### config.mk
export PLATFORM = sky130hd
export DESIGN_NAME = zigzag_encoder
export DESIGN_NICKNAME = d
export VERILOG_FILES = /design/src/rtl/zigzag_encoder_pkg.sv /design/src/rtl/zigzag_encoder_lut.sv /design/src/rtl/zigzag_encoder.sv
export SDC_FILE = /design/constraint.sdc
export NUM_CORES = 1
export LEC_CHECK = 0
export CAP_MARGIN = 20
export CORE_MARGIN = 10
export CORE_UTILIZATION = 46
export CTS_CLUSTER_DIAMETER = 60
export DETAILED_ROUTE_END_ITERATION = 8
export PLACE_DENSITY = 0.6
export SYNTH_ARGS = -nofsm -noshare
export SYNTH_HDL_FRONTEND = slang
export SYNTH_SLANG_ARGS = --single-unit
### constraint.sdc
create_clock -name clk_in -period 11.2 [get_ports clk_in]
set_clock_uncertainty 0.15 [all_clocks]
set_input_delay 1.12 -clock clk_in [delete_from_list [all_inputs] [get_ports clk_in]]
set_output_delay 1.12 -clock clk_in [all_outputs]
set_load 0.02 [all_outputs]
### src/rtl/zigzag_encoder_pkg.sv
// Shared JPEG package (also used by zigzag_decoder). It holds the coefficient
// type, the encoder FSM states and the zigzag-index to raster-position table.
package zigzag_encoder_pkg;

   localparam int COEFF_W_DEFAULT = 12;

   typedef logic signed [COEFF_W_DEFAULT-1:0] coeff_t;

   typedef enum logic [1:0] {
      FILL = 2'd0,
      SCAN = 2'd1,
      EOB  = 2'd2
   } state_t;

   // Entry i is the raster position (row*8 + col) of zigzag index i.
   localparam logic [5:0] ZZ_TABLE [64] = '{
      6'd0,  6'd1,  6'd8,  6'd16, 6'd9,  6'd2,  6'd3,  6'd10,
      6'd17, 6'd24, 6'd32, 6'd25, 6'd18, 6'd11, 6'd4,  6'd5,
      6'd12, 6'd19, 6'd26, 6'd33, 6'd40, 6'd48, 6'd41, 6'd34,
      6'd27, 6'd20, 6'd13, 6'd6,  6'd7,  6'd14, 6'd21, 6'd28,
      6'd35, 6'd42, 6'd49, 6'd56, 6'd57, 6'd50, 6'd43, 6'd36,
      6'd29, 6'd22, 6'd15, 6'd23, 6'd30, 6'd37, 6'd44, 6'd51,
      6'd58, 6'd59, 6'd52, 6'd45, 6'd38, 6'd31, 6'd39, 6'd46,
      6'd53, 6'd60, 6'd61, 6'd54, 6'd47, 6'd55, 6'd62, 6'd63
   };

   function automatic logic [5:0] zz_pos(input logic [5:0] index);
      return ZZ_TABLE[index];
   endfunction

endpackage

### src/rtl/zigzag_encoder_lut.sv
// Combinational zigzag index to (row, column) mapping.
module zigzag_lut
   import zigzag_encoder_pkg::*;
(
   input  logic [5:0] index,
   output logic [2:0] row,
   output logic [2:0] col
);

   assign {row, col} = zz_pos(index);

endmodule

### src/rtl/zigzag_encoder.sv
// 8x8 block zigzag run-length encoder: columns in, (run, value) pairs out.
// Define ZIGZAG_ENCODER_DOUBLE_BUFFER_EN for ping-pong buffers so filling overlaps scanning.
module zigzag_encoder
   import zigzag_encoder_pkg::*;
#(
   parameter int COEFF_W = COEFF_W_DEFAULT
)
(
   input  logic                      clk_in,
   input  logic                      rst_in,
   input  logic [8*COEFF_W-1:0]      column_in,
   input  logic                      valid_in,
   output logic                      ready_out,
   output logic signed [COEFF_W-1:0] value_out,
   output logic [5:0]                run_out,
   output logic                      dc_out,
   output logic                      eob_out,
   output logic                      valid_out,
   input  logic                      ready_in
);

   state_t                    state, state_next;
   logic [2:0]                col_cnt;
   logic [5:0]                idx;
   logic [5:0]                run;
   logic                      accept, accept_last;
   logic [2:0]                zz_row, zz_col;
   logic signed [COEFF_W-1:0] coeff;
   logic                      coeff_nz;
   logic                      block_avail;
   logic                      next_avail;
   logic                      advance;
   logic                      scan_done;

   assign accept      = valid_in && ready_out;
   assign accept_last = accept && (col_cnt == 3'd7);
   assign coeff_nz    = (coeff != '0);

   zigzag_lut u_lut (
      .index (idx),
      .row   (zz_row),
      .col   (zz_col)
   );

   always_ff @(posedge clk_in) begin
      if (rst_in)
         col_cnt <= 3'd0;
      else if (accept)
         col_cnt <= col_cnt + 3'd1;
   end

`ifdef ZIGZAG_ENCODER_DOUBLE_BUFFER_EN
   logic signed [COEFF_W-1:0] mem [2][64];
   logic                      fill_bank;
   logic                      scan_bank;
   logic [1:0]                full;

   assign ready_out   = !full[fill_bank];
   // A bank completing this very cycle counts as available, so the scan starts next cycle.
   assign block_avail = full[scan_bank]  || (accept_last && (fill_bank == scan_bank));
   assign next_avail  = full[!scan_bank] || (accept_last && (fill_bank != scan_bank));
   assign coeff       = mem[scan_bank][{zz_row, zz_col}];

   always_ff @(posedge clk_in) begin
      if (rst_in) begin
         fill_bank <= 1'b0;
         scan_bank <= 1'b0;
         full      <= 2'b00;
      end else begin
         if (accept_last) begin
            full[fill_bank] <= 1'b1;
            fill_bank       <= !fill_bank;
         end
         if (scan_done) begin
            full[scan_bank] <= 1'b0;
            scan_bank       <= !scan_bank;
         end
      end
   end

   // NOTE: the block storage has no reset; valid data is gated by the full flags and FSM.
   always_ff @(posedge clk_in) begin
      if (accept) begin
         for (int r = 0; r < 8; r++)
            mem[fill_bank][{3'(r), col_cnt}] <= column_in[COEFF_W*r +: COEFF_W];
      end
   end
`else
   logic signed [COEFF_W-1:0] mem [64];

   assign ready_out   = (state == FILL);
   assign block_avail = accept_last;
   assign next_avail  = 1'b0;
   assign coeff       = mem[{zz_row, zz_col}];

   // NOTE: the block storage has no reset; valid data is gated by the FSM.
   always_ff @(posedge clk_in) begin
      if (accept) begin
         for (int r = 0; r < 8; r++)
            mem[{3'(r), col_cnt}] <= column_in[COEFF_W*r +: COEFF_W];
      end
   end
`endif

   always_ff @(posedge clk_in) begin
      if (rst_in)
         state <= FILL;
      else
         state <= state_next;
   end

   always_comb begin
      state_next = state;
      valid_out  = 1'b0;
      value_out  = '0;
      run_out    = '0;
      dc_out     = 1'b0;
      eob_out    = 1'b0;
      advance    = 1'b0;
      scan_done  = 1'b0;
      unique case (state)
         FILL: begin
            if (block_avail)
               state_next = SCAN;
         end
         SCAN: begin
            valid_out = (idx == 6'd0) || coeff_nz;
            dc_out    = (idx == 6'd0);
            if (valid_out) begin
               value_out = coeff;
               run_out   = run;
            end
            // Zero coefficients never stall; a presented pair waits for ready_in.
            advance = !valid_out || ready_in;
            if (advance && (idx == 6'd63)) begin
               if (coeff_nz)
                  scan_done = 1'b1;
               else
                  state_next = EOB;
            end
         end
         EOB: begin
            valid_out = 1'b1;
            eob_out   = 1'b1;
            scan_done = ready_in;
         end
         default: state_next = FILL;
      endcase
      if (scan_done)
         state_next = next_avail ? SCAN : FILL;
   end

   // NOTE: sequential state uses non-blocking assignments so every register samples pre-edge values.
   always_ff @(posedge clk_in) begin
      if (rst_in) begin
         idx <= 6'd0;
         run <= 6'd0;
      end else if (state == SCAN) begin
         if (advance) begin
            idx <= idx + 6'd1;
            run <= valid_out ? 6'd0 : run + 6'd1;
         end
      end else begin
         idx <= 6'd0;
         run <= 6'd0;
      end
   end

endmodule

==> results of run 1 <==
logic make-up (layout without fill, tap and decap cells):
| kind of cell | after synthesis | after routing |
|---|---|---|
| AND/OR/NAND/NOR | 396 | 396 |
| AO/OA/AOI/OAI | 316 | 316 |
| adder cells (fa/ha/maj) | 21 | 21 |
| other | 0 | 1 |
| buffers and inverters | 125 | 314 |
| flip-flops | 785 | 785 |
| XOR/XNOR | 7 | 7 |
| multiplexers | 179 | 179 |
flip-flops by register name (all words and copies together), names as in the netlist:
register,flops
idx,6
mem,768
col_cnt,3
state,2
run,6
layer usage:
layer / vias to the layer above / global-route usage / routed length, µm
met3: 110 / 0.0399 / 5360
met2: 580 / 0.326 / 39300
met5: - / 0 / 67
met4: 10 / 0.0601 / 1510
met1: 9108 / 0.269 / 33600
li1: 7673 / - / -
cell type report:
type | count | area share
sequential | 785 | 0.643
multi-input combinational | 919 | 0.212
clock buffer | 103 | 0.0591
timing repair buffer | 157 | 0.0421
tap | 931 | 0.0320
clock inverter | 36 | 0.0103
inverter | 18 | 0.00186
antenna | 1 | 0.0000687
worst min-delay path, cell delays in order (launching register included):
cell     delay [ns]
dfxtp_1        0.33
nand2_1        0.06
a21oi_1        0.05
how the worst min path moves through the flow:
stage                                   end               startpoint  slack [ns]
global placement    col_cnt[1]$_SDFFE_PP0P_  col_cnt[1]$_SDFFE_PP0P_        0.32
detailed placement  col_cnt[1]$_SDFFE_PP0P_  col_cnt[1]$_SDFFE_PP0P_        0.34
global route        col_cnt[1]$_SDFFE_PP0P_  col_cnt[1]$_SDFFE_PP0P_        0.39
floorplan           col_cnt[1]$_SDFFE_PP0P_  col_cnt[1]$_SDFFE_PP0P_        0.31
finish              col_cnt[1]$_SDFFE_PP0P_  col_cnt[1]$_SDFFE_PP0P_        0.35
CTS                 col_cnt[1]$_SDFFE_PP0P_  col_cnt[1]$_SDFFE_PP0P_        0.35
cell usage in the layout (no fill, tap or decap), types with 11 or more instances in the layout:
cell type	instances
clkbuf_1	20
nand3_1	44
o21ai_0	15
inv_1	17
o22a_1	14
buf_4	32
dfxtp_1	17
edfxtp_1	768
nand2_1	175
or4_1	11
clkinv_1	11
a22oi_1	23
ha_1	21
a211oi_1	33
and3_1	40
clkbuf_16	83
mux4_2	94
o22ai_1	30
clkdlybuf4s50_1	121
nand4_1	13
mux2_2	28
mux2i_1	56
a2111oi_0	17
a31oi_1	13
nor2_1	41
a21oi_1	62
o2bb2ai_1	23
Yosys cell counts (14+ instances only):
cell type  count  area [µm²]
mux2i_1       56         561
nand2_1      175         657
nor2_1        48         180
a211oi_1      33         248
and3_1        40         250
clkbuf_1      30         113
dfxtp_1       17         340
o22a_1        14         123
a22oi_1       24         180
a21oi_1       62         310
buf_4         14         105
o22ai_1       30         188
ha_1          21         263
nand3_1       44         220
mux2_2        28         315
o21ai_0       15        75.1
mux4_2        94        2120
edfxtp_1     768       23100
buf_2         37         185
a2111oi_0     17         149
buf_6         22         248
o2bb2ai_1     23         201
inv_1         17        63.8
power breakdown:
part / internal, mW / switching, mW
sequential: 3.32 / 0.0188
combinational: 0.111 / 0.192
clock: 1.50 / 1.09
per-stage QoR:
stage                     std cells  hold WS [ns]  instance area, µm²  setup slack (ns)
after detailed placement       2810         0.339               33900              2.99
after floorplan                1829         0.306               31800              2.34
after global routing           2950         0.387               36400              1.91
final                          2950         0.347               36400              2.32
after CTS                      2949         0.348               36400              2.30
after global placement         2810         0.324               33900              3.15
==> key figures, run 1 <==
Worst setup path
  – CP most frequent cell: buf_4
  – R2R setup slack: 4.28 ns
  – Crit path max-delay family: simple AND/OR/NAND/NOR gates
  – Worst Setup End Kind: output port
  – Critical Path Slowest Stage Cell: nor2_1
  – Crit Path Max Fanout: 100
  – Critical R2R Capture: run[4]$_SDFFE_PP0P_
  – Reg2Reg Depth: 17
  – CP Class: reg -> out
  – WP buf/inv: 4
  – Crit path launch type: flip-flop
  – CP startpoint: idx[0]$_SDFFE_PP0P_
  – WP depth: 18
  – Critical Path RT: 9.93 ns
  – CP cell instances: inv_1 -> ha_1 -> xor2_1 -> and3_1 -> nor2_4 -> nand2_8 -> nor2_1 -> buf_4 -> o2bb2ai_1 -> a2111oi_0 -> or4_1 -> nand4_1 -> nor3_1 -> o211ai_4 -> o21ai_1 -> buf_4 -> a21boi_1 -> clkdlybuf4s50_1
  – Crit path to: valid_out
  – CP Data Arrival Time: 7.61 ns
  – R2R Path Start: idx[0]$_SDFFE_PP0P_
  – Slowest Stage Delay on Critical Path: 0.79 ns

Layout
  – Register area: 23400 µm²
  – # nets final: 2083
  – Area of the multi-input gates: 7720 µm²
  – Util after Layout: 0.531
  – Syn-to-layout area delta: 14.6%
  – Fill count: 5455
  – Layout cell share with drive strength beyond 1: 0.153

Timing
  – RSZ-0062 raised after global routing: false
  – Final period util: 0.793
  – Tightest Pin Transition: 1.12 ns
  – Hold Vio Cnt, Final: 0
  – FMAX: 0.113 GHz
  – Final min period: 8.88 ns
  – Final setup TNS: 0 ns
  – Worst slew margin: 0.250
  – Final setup viols: 0
  – Final slew viol count: 0

Global routing
  – Largest net degree at the start of global routing: 103
  – Gr ovfl total: 0
  – First-pass GRT wire length: 118 mm
  – GRT Total Usage: 0.200
  – Vias in the first global route: 17700
  – Initial antenna violation count: 8

Drt
  – Vias per inst: 5.93
  – Post-route DRC violation count: 0
  – Remaining antenna violation count: 0
  – Iteration-0 DRC Markers: 1654
  – DR vias: 17500
  – DRT Wirelength: 79.8 mm
  – 1st-pass router iterations: 5
  – Wire per inst: 27.1 µm

Min path
  – Hold WC Path Type: reg -> reg
  – WHS Path Cells: 2

Floorplanning
  – # rows: 96
  – Initial Util: 0.463
  – CORE AREA: 68600 µm²
  – I/O pin cnt: 122
  – Die height: 283 µm
  – Chip Width: 283 µm
  – Die ar.: 80000 µm²

Power
  – PwrDens: 171 nW/µm²
  – Worst vdd ir: 0.119 mV
  – Final Power: 6.24 mW
  – Pleak: 11.6 nW

Synth
  – Post-synthesis xor/xnor area fraction: 0.00193
  – Synth Area in Compound Gates: 0.0739
  – Synth Area in Simple Gates: 0.0614
  – Cells after Synth: 1829
  – Sequential share of the synthesized area: 0.736
  – Asr flop ratio synth: 0
  – Post-synth cell types: 90
  – Synth Area in Adders: 0.00827
  – Post-Synthesis Net Count: 1950
  – EDFF count, synth: 768
  – Mux cell area share after synthesis: 0.0950
  – Register bit count reported by yosys: 785
  – Post-Syn Area: 31800 µm²
  – Largest family of logic cells by synthesized area: multiplexers
  – Syn Area/Cell: 17.4 µm²
  – Synth warn: 0
  – Synth Flop Type: edfxtp_1

Clock tree
  – Cts bufs inserted: 81
  – Setup bufs post-CTS: 0
  – Clock Latency Late Sink: 0.64 ns
  – H-tree Lvls: 3
  – Clk buf depth: 3
  – Cts repair resizes: 0
  – CTS tree: done
  – CTS hold repair buffers: 0
  – Clock sink total: 785
  – Clk slew on worst S/H paths: 0.06 ns
  – CTS root buf: clkbuf_16

Placed design
  – Gpl congestion: 0.846
  – Post-DP HPWL: 44.7 mm
  – PortBufs: 121

Run status
  – Run status: completed

Run
  – Max-cap violations: 0
No activity file was read; power rests on OpenSTA's default activity.
==> run 2: changes to the inputs <==
--- a/config.mk
+++ b/config.mk
@@ -10,7 +10,7 @@
 export CORE_UTILIZATION = 46
 export CTS_CLUSTER_DIAMETER = 60
 export DETAILED_ROUTE_END_ITERATION = 8
-export PLACE_DENSITY = 0.6
+export PLACE_DENSITY = 0.62
 export SYNTH_ARGS = -nofsm -noshare
 export SYNTH_HDL_FRONTEND = slang
 export SYNTH_SLANG_ARGS = --single-unit
==> constraint.sdc (replaced) <==
create_clock -name clk_in -period 7.8 [get_ports clk_in]
set_clock_uncertainty 0.15 [all_clocks]
set_input_delay 0.78 -clock clk_in [delete_from_list [all_inputs] [get_ports clk_in]]
set_output_delay 0.78 -clock clk_in [all_outputs]
set_load 0.02 [all_outputs]
==> run 2 against run 1 <==
  * Die area stayed put
  * Total power is 46% higher
  * Wire length is 0.52% lower
  * Largest cell class unchanged
  * First-iteration DRC count decreased by 1.6%
  * Design area up 1.3%
  * Largest power group unchanged
  * Via count grew 1.8%
==> key figures, run 2 (synthesis gave the netlist of run 1 again) <==
Run status
  – Run status: completed

Floorplanning
  – Die ar.: 80000 µm²
  – Initial Util: 0.463
  – Die height: 283 µm
  – I/O pin cnt: 122
  – Chip Width: 283 µm
  – CORE AREA: 68600 µm²
  – # rows: 96

Drt
  – DR vias: 17800
  – Post-route DRC violation count: 0
  – 1st-pass router iterations: 7
  – DRT Wirelength: 79.4 mm
  – Remaining antenna violation count: 0
  – Vias per inst: 5.96
  – Iteration-0 DRC Markers: 1627
  – Wire per inst: 26.6 µm

Power
  – PwrDens: 247 nW/µm²
  – Pleak: 11.8 nW
  – Worst vdd ir: 0.133 mV

Placed design
  – Placed cells: 2836
  – Gpl congestion: 0.811
  – PortBufs: 121
  – Post-DP HPWL: 45.4 mm

Clock tree
  – CTS tree: done
  – Clk slew on worst S/H paths: 0.06 ns
  – CTS root buf: clkbuf_16
  – Clk buf depth: 3
  – H-tree Lvls: 3
  – Clock sink total: 785
  – Cts bufs inserted: 83
  – Clock Latency Late Sink: 0.63 ns

Worst setup path
  – Critical Path RT: 6.87 ns
  – Crit path max-delay family: compound AO/OA/AOI/OAI gates
  – Crit path launch type: flip-flop
  – Crit Path Max Fanout: 95
  – Slowest Stage Delay on Critical Path: 0.69 ns
  – WP buf/inv: 4
  – Critical Path Slowest Stage Cell: or4_1
  – R2R setup slack: 1.60 ns
  – CP Class: reg -> out
  – Worst Setup End Kind: output port
  – CP cell instances: inv_1 -> ha_1 -> xor2_1 -> o32ai_2 -> a211o_4 -> nand2_8 -> buf_12 -> mux2i_1 -> a22oi_1 -> o22ai_1 -> or4_1 -> o2bb2ai_2 -> nor3_4 -> o211ai_4 -> o21ai_1 -> buf_4 -> a21boi_1 -> clkdlybuf4s50_1
  – CP Data Arrival Time: 6.51 ns

Layout
  – # nets final: 2111
  – Biggest regs: mem: 768 flops, idx: 6 flops, run: 6 flops
  – Most common cell after layout, fill and taps aside: edfxtp_1
  – Layout cell share with drive strength beyond 1: 0.168
  – Max reg flops: 768
  – Post-Layout Cell Count: 2989
  – Largest Register: mem
  – Fill count: 5359
  – Most frequent cells in the layout: 768 x edfxtp_1, 175 x nand2_1, 121 x clkdlybuf4s50_1, 94 x mux4_2, 86 x clkbuf_16
  – Syn-to-layout area delta: 16.0%

Timing
  – FMAX: 0.134 GHz
  – Final period util: 0.954
  – Tightest Pin Transition: 1.05 ns
  – Worst slew margin: 0.300
  – Final setup viols: 0
  – RSZ-0062 raised after global routing: false
  – Hold Vio Cnt, Final: 0
  – Final slew viol count: 0
  – Final setup TNS: 0 ns
  – Final min period: 7.44 ns

Global routing
  – Gr ovfl total: 0
  – First-pass GRT wire length: 118 mm
  – Largest net degree at the start of global routing: 97
  – GRT Total Usage: 0.199
  – Vias in the first global route: 18000
  – Initial antenna violation count: 8

Run
  – Max-cap violations: 0

Min path
  – Hold WC Path Type: reg -> reg
-- run 2: cell types whose count changed in the layout (fill, tap and decap cells not counted), sizes merged --
cell / before / now
buf: 36 / 62
bufinv: 6 / 8
clkbuf: 103 / 99
clkinv: 24 / 37
inv: 22 / 24
-- run 2: layer usage --
layer,up-vias,share of wire,track usage
li1,7748,-,-
met1,9217,0.42,0.270
met2,686,0.48,0.322
met3,138,0.075,0.0363
met4,12,0.024,0.0622
met5,-,0.0010,0
-- run 2: where the power goes --
part,leakage [nW],internal (mW),switching [mW]
Clock,1.32,2.29,1.60
Sequential,7.11,4.77,0.0275
Combinational,3.41,0.164,0.279
Total,11.8,7.22,1.91
-- run 2: worst min-delay path: cells and delay by family, from the launching register on --
kind,cells,cell delay (ns)
and+or+nand+nor,1,0.06
AOI/OAI and AO/OA,1,0.06
DFF,1,0.34
-- run 2: final timing paths --
path | startpoint | endpoint | cells past startpoint
worst max-delay path | idx[1]$_SDFFE_PP0P_ | valid_out | 18
worst min-delay path | col_cnt[1]$_SDFFE_PP0P_ | col_cnt[1]$_SDFFE_PP0P_ | 2
worst max register to register | idx[1]$_SDFFE_PP0P_ | run[4]$_SDFFE_PP0P_ | 18
worst min register to register | col_cnt[1]$_SDFFE_PP0P_ | col_cnt[1]$_SDFFE_PP0P_ | 2
-- run 2: final cells by class --
class / count / area [µm²] / area share
diodes: 1 / 2.50 / 0.0000679
well taps: 931 / 1160 / 0.0316
flip-flops and latches: 785 / 23400 / 0.635
inverters: 18 / 67.6 / 0.00183
clock inverters: 53 / 495 / 0.0134
repair buffers: 183 / 1800 / 0.0489
clock buffers: 99 / 2200 / 0.0597
multi-input cells: 919 / 7740 / 0.210
-- run 2: metrics by stage --
stage	setup slack (ns)	hold WS (ns)	total power [mW]	util	cell area (µm²)
after detailed placement	0.827	0.345	5.33	0.498	34200
final	0.361	0.356	9.13	0.538	36900
after global placement	0.958	0.323	5.32	0.498	34200
after global routing	0.0127	0.372	9.40	0.538	36900
after floorplan	1.82	0.306	5.11	-	31800
after CTS	0.152	0.356	9.20	0.538	36900
-- run 2: timing repair --
item                                    in CTS  in global routing
buffers inserted                             0                  0
hold endpoints to repair                     0                  0
gates resized for setup                      0                  2
hold buffers                                 0                  0
endpoints found under the setup margin       0                 10
